[config.mk]
export PLATFORM = sky130hd
export DESIGN_NAME = irq_priority_ctrl
export DESIGN_NICKNAME = d
export VERILOG_FILES = /design/src/rtl/irq_priority_ctrl_pkg.sv /design/src/rtl/irq_priority_ctrl_prio_enc4.sv /design/src/rtl/irq_priority_ctrl.sv
export SDC_FILE = /design/constraint.sdc
export NUM_CORES = 1
export LEC_CHECK = 0
export BUFFER_PORTS_ARGS = -buffer_cell sky130_fd_sc_hd__buf_2
export CAP_MARGIN = 20
export CORE_UTILIZATION = 35
export CTS_BUF_LIST = sky130_fd_sc_hd__clkbuf_2
export CTS_CLUSTER_SIZE = 30
export DETAILED_ROUTE_END_ITERATION = 7
export GPL_ROUTABILITY_DRIVEN = 0
export SYNTH_ARGS = -nofsm -noshare
export SYNTH_HDL_FRONTEND = slang
export SYNTH_SLANG_ARGS = --single-unit
[constraint.sdc]
create_clock -name clk -period 1.05 [get_ports clk]
set_input_delay 0.21 -clock clk [delete_from_list [all_inputs] [get_ports clk]]
set_output_delay 0.21 -clock clk [all_outputs]
set_load 0.01 [all_outputs]
[src/rtl/irq_priority_ctrl_pkg.sv]
// -----------------------------------------------------------------------------
// irq_priority_ctrl_pkg
// Shared definitions for the interrupt priority controller: the FSM state
// encoding and the default request-line count / encoded index width.
// -----------------------------------------------------------------------------
package irq_priority_ctrl_pkg;

   localparam int unsigned IRQ_N_DEF     = 4;
   localparam int unsigned IRQ_IDX_W_DEF = 2;

   typedef enum logic {
      ST_IDLE    = 1'b0,
      ST_PRESENT = 1'b1
   } irq_state_t;

endpackage

[src/rtl/irq_priority_ctrl_prio_enc4.sv]
// -----------------------------------------------------------------------------
// prio_enc4
// Combinational 4-line priority encoder; the highest-numbered set bit wins.
// Ports:
//   y   [3:0] in  : candidate lines
//   a   [1:0] out : index of the highest set bit (0 when none set)
//   any       out : OR of y
// -----------------------------------------------------------------------------
module prio_enc4 (
   input  logic [3:0] y,
   output logic [1:0] a,
   output logic       any
);

   always_comb begin
      a = '0;
      if (y[3])      a = 2'd3;
      else if (y[2]) a = 2'd2;
      else if (y[1]) a = 2'd1;
      else           a = 2'd0;
   end

   assign any = |y;

endmodule

[src/rtl/irq_priority_ctrl.sv]
// -----------------------------------------------------------------------------
// irq_priority_ctrl
// Captures rising edges on asynchronous request lines into sticky pending
// bits, selects the highest-numbered unmasked pending line and presents its
// index through a valid/ready handshake. Re-arrival of an edge on a line that
// is still pending is flagged in a sticky overrun bit.
// Ports:
//   clk        in        : system clock, rising edge
//   rst_n      in        : asynchronous active-low reset
//   req        in  [N]   : raw request lines (asynchronous, level-held)
//   mask       in  [N]   : 1 = line excluded from selection, pending kept
//   out_ready  in        : consumer accepts the presented index
//   clr_ovr    in        : synchronous clear of all overrun flags
//   out_valid  out       : an index is presented
//   out_idx    out [IDX_W]: presented index
//   pending    out [N]   : sticky captured requests
//   overrun    out [N]   : sticky edge-while-pending flags
// -----------------------------------------------------------------------------
module irq_priority_ctrl
   import irq_priority_ctrl_pkg::*;
#(
   parameter int unsigned N     = IRQ_N_DEF,
   parameter int unsigned IDX_W = IRQ_IDX_W_DEF
) (
   input  logic             clk,
   input  logic             rst_n,
   input  logic [N-1:0]     req,
   input  logic [N-1:0]     mask,
   input  logic             out_ready,
   input  logic             clr_ovr,
   output logic             out_valid,
   output logic [IDX_W-1:0] out_idx,
   output logic [N-1:0]     pending,
   output logic [N-1:0]     overrun
);

   irq_state_t       r_state;
   logic [N-1:0]     r_sync1;
   logic [N-1:0]     r_sync2;
   logic [N-1:0]     r_prev;
   logic [N-1:0]     r_pending;
   logic [N-1:0]     r_overrun;
   logic             r_out_valid;
   logic [IDX_W-1:0] r_out_idx;

   logic [N-1:0]     w_edge;
   logic [N-1:0]     w_clr;
   logic [N-1:0]     w_cand;
   logic [3:0]       w_y4;
   logic [1:0]       w_sel;
   logic             w_any;

   assign w_edge = r_sync2 & ~r_prev;
   assign w_cand = r_pending & ~mask;

   // One-hot clear of the presented line on the accept edge.
   assign w_clr = (r_state == ST_PRESENT && out_ready)
                ? ({{(N-1){1'b0}}, 1'b1} << r_out_idx) : '0;

   // Encoder is four lines wide; narrower configurations are zero-padded.
   always_comb begin
      w_y4          = '0;
      w_y4[N-1:0]   = w_cand;
   end

   prio_enc4 u_prio_enc4 (
      .y   (w_y4),
      .a   (w_sel),
      .any (w_any)
   );

   // Synchronizer and previous-value flop for edge detection.
   always_ff @(posedge clk or negedge rst_n) begin
      if (!rst_n) begin
         r_sync1 <= '0;
         r_sync2 <= '0;
         r_prev  <= '0;
      end else begin
         r_sync1 <= req;
         r_sync2 <= r_sync1;
         r_prev  <= r_sync2;
      end
   end

   // Set dominates clear, so a fresh edge on the accepted line stays pending
   // and, because it is being cleared, does not count as an overrun.
   always_ff @(posedge clk or negedge rst_n) begin
      if (!rst_n) begin
         r_pending <= '0;
         r_overrun <= '0;
      end else begin
         r_pending <= (r_pending & ~w_clr) | w_edge;
         r_overrun <= (clr_ovr ? '0 : r_overrun) | (w_edge & r_pending & ~w_clr);
      end
   end

   always_ff @(posedge clk or negedge rst_n) begin
      if (!rst_n) begin
         r_state     <= ST_IDLE;
         r_out_valid <= 1'b0;
         r_out_idx   <= '0;
      end else begin
         case (r_state)
            ST_IDLE: begin
               if (w_any) begin
                  r_out_idx   <= IDX_W'(w_sel);
                  r_out_valid <= 1'b1;
                  r_state     <= ST_PRESENT;
               end
            end
            ST_PRESENT: begin
               if (out_ready) begin
                  r_out_valid <= 1'b0;
                  r_state     <= ST_IDLE;
               end
            end
            default: begin
               r_out_valid <= 1'b0;
               r_state     <= ST_IDLE;
            end
         endcase
      end
   end

   assign out_valid = r_out_valid;
   assign out_idx   = r_out_idx;
   assign pending   = r_pending;
   assign overrun   = r_overrun;

endmodule

==> impl_results.html <==
<table>
<tr><th>Metric</th><th>Value</th></tr>
<tr><th colspan="2">Synthesis</th></tr>
<tr><td>Most frequent cell after synthesis</td><td>sky130_fd_sc_hd__dfrtp_1</td></tr>
<tr><td>Cell variety after synth</td><td>15</td></tr>
<tr><td>Post-synthesis cell area</td><td>847 um2</td></tr>
<tr><td>Main synth FF type</td><td>sky130_fd_sc_hd__dfrtp_1</td></tr>
<tr><td>Fraction of the yosys area taken by sequential cells</td><td>0.709</td></tr>
<tr><td>Number of enable flip-flop cells after synthesis</td><td>0</td></tr>
<tr><td>Cell types with the highest counts after synthesis</td><td>sky130_fd_sc_hd__dfrtp_1 (24), sky130_fd_sc_hd__inv_1 (8), sky130_fd_sc_hd__o22ai_1 (6)</td></tr>
<tr><td>Post-synth top area share</td><td>0.709</td></tr>
<tr><td>Yosys reg bits</td><td>24</td></tr>
<tr><td>Area leader, netlist</td><td>sky130_fd_sc_hd__dfrtp_1</td></tr>
<tr><td>Fraction of registers with async set or reset after synthesis</td><td>1.00</td></tr>
<tr><td>Average size of a mapped cell</td><td>12.8 um2</td></tr>
<tr><td>Most area-consuming cells after synthesis</td><td>sky130_fd_sc_hd__dfrtp_1 (71%), sky130_fd_sc_hd__o22ai_1 (4.4%), sky130_fd_sc_hd__nand2b_1 (3.7%)</td></tr>
<tr><td>Synthesized instance count</td><td>66</td></tr>
<tr><td>Synthesized Nets</td><td>78</td></tr>
<tr><td>Number of warning messages in the yosys log</td><td>0</td></tr>
<tr><th colspan="2">Clock tree</th></tr>
<tr><td>Total CTS buffers</td><td>3</td></tr>
<tr><td>Clock tree root buffer cell</td><td>sky130_fd_sc_hd__clkbuf_2</td></tr>
<tr><td>TritonCTS Sinks</td><td>24</td></tr>
<tr><td>Maximum buffer depth of the clock tree</td><td>2</td></tr>
<tr><td>Latest clock arrival within the worst-skew pair</td><td>0.32 ns</td></tr>
<tr><td>Clock tree from TritonCTS</td><td>built</td></tr>
<tr><td>Maximum level of the CTS H-tree</td><td>1</td></tr>
<tr><td>Post-CTS clock slew at the launch and capture registers of the worst setup and hold paths</td><td>0.21 ns</td></tr>
<tr><th colspan="2">Worst setup path</th></tr>
<tr><td>Capturing point of the worst reg2reg path</td><td>r_state$_DFF_PN0_</td></tr>
<tr><td>Setup crit end kind</td><td>output pin</td></tr>
<tr><td>Nature of the critical path startpoint</td><td>register</td></tr>
<tr><td>Worst-case reg-to-reg path depth</td><td>4</td></tr>
<tr><td>Worst path required time</td><td>0.84 ns</td></tr>
<tr><td>End point of the critical path</td><td>pending[1]</td></tr>
<tr><td>Kind of critical path</td><td>register to output pin</td></tr>
<tr><td>Arrival time of the worst setup path</td><td>0.99 ns</td></tr>
<tr><td>Reg-to-reg slack, setup</td><td>-0.09 ns</td></tr>
<tr><td>Startpoint of the most critical setup path</td><td>pending[1]$_DFF_PN0_</td></tr>
<tr><td>Worst R2R Start</td><td>pending[2]$_DFF_PN0_</td></tr>
<tr><td>Largest fanout on the critical path</td><td>2</td></tr>
<tr><th colspan="2">Timing</th></tr>
<tr><td>Share of the clock period used by the worst path</td><td>1.14</td></tr>
<tr><td>Hold violation count in the final report</td><td>0</td></tr>
<tr><td>Final Critical Period</td><td>1.20 ns</td></tr>
<tr><td>Pin slew with the least headroom to its limit</td><td>0.368 ns</td></tr>
<tr><td>Worst slew margin relative to its limit</td><td>0.754</td></tr>
<tr><td>Final hold slack</td><td>0.103 ns</td></tr>
<tr><td>Setup Skew</td><td>0.00121 ns</td></tr>
<tr><td>RSZ-0062 raised after global routing</td><td>true</td></tr>
<tr><td>Max Transition Viols Final</td><td>0</td></tr>
<tr><td>Top achievable clock speed</td><td>836 MHz</td></tr>
<tr><td>PnR worst setup slack</td><td>-0.146 ns</td></tr>
<tr><td>Finish-stage setup viols</td><td>15</td></tr>
<tr><th colspan="2">Routing</th></tr>
<tr><td>Average wire length per cell after detail routing</td><td>~13 um</td></tr>
<tr><td>Count of nets left with antenna violations after detail routing</td><td>0</td></tr>
<tr><td>Remaining DRCs</td><td>0</td></tr>
<tr><td>Number of DRC violations after detailed-routing iteration 0</td><td>3</td></tr>
<tr><td>First-pass iteration count of the detailed router</td><td>4</td></tr>
<tr><td>Routed via count</td><td>662</td></tr>
<tr><td>Via density per instance</td><td>4.66</td></tr>
<tr><td>Wire length after detailed routing</td><td>between 1500 and 2000 um</td></tr>
<tr><th colspan="2">Floorplanning</th></tr>
<tr><td>Row count</td><td>17</td></tr>
<tr><td>Die area</td><td>2620 um2</td></tr>
<tr><td>Area of the placeable core</td><td>around 2300 um2</td></tr>
<tr><td>Initial core utilization</td><td>0.376</td></tr>
<tr><td>Chip width</td><td>a little over 50 um</td></tr>
<tr><td>Count of boundary I/O pins</td><td>23</td></tr>
<tr><td>Chip height</td><td>51.2 um</td></tr>
<tr><th colspan="2">Layout</th></tr>
<tr><td>Fraction of layout cells with a size suffix above 1</td><td>0.526</td></tr>
<tr><td>Layout fillers</td><td>roughly 190</td></tr>
<tr><td>Non-Filler Instances</td><td>~140</td></tr>
<tr><td>Syn-to-layout area delta</td><td>59.8%</td></tr>
<tr><td>Ant diodes</td><td>0</td></tr>
<tr><td>Net count, final</td><td>127</td></tr>
<tr><th colspan="2">Global routing</th></tr>
<tr><td>GRT Total Usage</td><td>0.147</td></tr>
<tr><td>GR Overflow Total</td><td>0</td></tr>
<tr><td>Number of global-route vias before repair</td><td>696</td></tr>
<tr><td>Maximum number of pins on one net before global-route repair</td><td>15</td></tr>
<tr><td>Wire length of the first global-routing pass</td><td>2790 um</td></tr>
<tr><td>Initial antenna violation count</td><td>0</td></tr>
<tr><th colspan="2">Power</th></tr>
<tr><td>Ratio of total power to cell area</td><td>approximately 2300 nW/um2</td></tr>
<tr><td>Power consumption</td><td>3.11 mW</td></tr>
<tr><td>Leakage dissipation</td><td>approximately 0.64 nW</td></tr>
<tr><td>Maximum ir drop on the vdd rail</td><td>0.00113 V</td></tr>
<tr><th colspan="2">Job</th></tr>
<tr><td>Number of maximum-capacitance constraint violations</td><td>0</td></tr>
<tr><th colspan="2">Placed design</th></tr>
<tr><td>Cell count after placement</td><td>120</td></tr>
<tr><td>Half-perimeter wire length of the detailed placement result</td><td>1110 um</td></tr>
<tr><td>Port Buffer Count</td><td>22</td></tr>
<tr><th colspan="2">Worst hold path</th></tr>
<tr><td>Worst hold start</td><td>clr_ovr</td></tr>
<tr><td>Path class of the lowest-slack min-delay path</td><td>input port to register</td></tr>
<tr><th colspan="2">Outcome</th></tr>
<tr><td>Violated checks</td><td>setup timing</td></tr>
<tr><td>Outcome</td><td>complete, but fails checks</td></tr>
</table>
per-layer routing:
layer,part of all wire,routed length [um],vias to the layer above,global-route usage
li1,-,-,319,-
met1,0.39,708,319,0.169
met2,0.55,984,20,0.261
met3,0.035,62,4,0.0179
met4,0.023,41,0,0.0880
met5,0,0,-,0
per-stage QoR:
step                      setup TNS [ns]  area [um2]  setup WS, ns  utilization
final                              -1.09        1350        -0.146        0.600
after CTS                          -1.25        1260        -0.175        0.560
after floorplan                  -0.0201         867       -0.0100            -
after global placement                 0        1060        0.0410        0.469
after global routing               -2.09        1350        -0.211        0.600
after detailed placement               0        1060        0.0233        0.469
worst min-delay path by stage:
stage                                   endpoint  slack [ns]  cells past startpoint
after floorplan           out_idx[0]$_DFFE_PN0P_       -0.09                      0
after global placement      overrun[0]$_DFF_PN0_        0.11                      1
after detailed placement    pending[1]$_DFF_PN0_        0.11                      1
after CTS                   overrun[1]$_DFF_PN0_        0.08                      2
after global routing        overrun[1]$_DFF_PN0_        0.09                      2
final                       overrun[1]$_DFF_PN0_        0.10                      2
registers in the layout, indices dropped and copies added, names as in the netlist:
| name | cells |
|---|---|
| overrun | 4 |
| r_state | 1 |
| pending | 4 |
| r_sync2 | 4 |
| out_valid | 1 |
| out_idx | 2 |
| r_sync1 | 4 |
| r_prev | 4 |
critical path, stage by stage (launching register included):
cell                      delay, ns
sky130_fd_sc_hd__dfrtp_1       0.44
sky130_fd_sc_hd__buf_6         0.12
sky130_fd_sc_hd__buf_6         0.11
layout by cell type, fill, tap and decap left out:
cell type                        n
sky130_fd_sc_hd__dfrtp_1        20
sky130_fd_sc_hd__dlygate4sd3_1   5
sky130_fd_sc_hd__dfrtp_2         4
sky130_fd_sc_hd__nand3_4         1
sky130_fd_sc_hd__nand2b_1        4
sky130_fd_sc_hd__o21ai_4         1
sky130_fd_sc_hd__nand2_4         1
sky130_fd_sc_hd__a21oi_1         2
sky130_fd_sc_hd__o31ai_4         2
sky130_fd_sc_hd__o21ai_0         1
sky130_fd_sc_hd__o22ai_1         6
sky130_fd_sc_hd__o41a_1          2
sky130_fd_sc_hd__nand2b_4        3
sky130_fd_sc_hd__o21ai_1         1
sky130_fd_sc_hd__buf_4          10
sky130_fd_sc_hd__nand2_2         1
sky130_fd_sc_hd__inv_1           7
sky130_fd_sc_hd__nor2b_1         1
sky130_fd_sc_hd__buf_12          1
sky130_fd_sc_hd__clkbuf_2        3
sky130_fd_sc_hd__buf_6          13
sky130_fd_sc_hd__nand2_1         4
sky130_fd_sc_hd__a21oi_2         2
sky130_fd_sc_hd__buf_2          16
sky130_fd_sc_hd__clkinv_1        1
sky130_fd_sc_hd__inv_2           1
sky130_fd_sc_hd__nor2b_4         1
power by group:
part           switching [mW]  total, mW  internal [mW]
logic                   0.658       1.52          0.861
clock network           0.262      0.345         0.0828
registers               0.131       1.25           1.12
total                    1.05       3.11           2.06
layout make-up:
type,count,area (um2),share of cell area
Clock buffer,3,15.0,0.0111
Sequential cell,24,606,0.447
Tap cell,28,35.0,0.0259
Timing Repair Buffer,45,372,0.274
Multi-Input combinational cell,33,293,0.216
Inverter,8,30.0,0.0222
Clock inverter,1,3.75,0.00277
what timing repair did:
item / 4_1_cts / 5_1_grt
hold endpoints to repair: 28 / 0
pin swaps: 2 / 8
setup endpoints to repair: 13 / 23
buffers inserted: 10 / 4
hold buffers: 5 / 0
gates resized for setup: 12 / 15
logic make-up after synthesis:
kind of cell,synth area share
flops,0.709
buf+inv,0.0414
compound gates,0.142
simple gates,0.108
No activity file was read; power rests on OpenSTA's default activity.
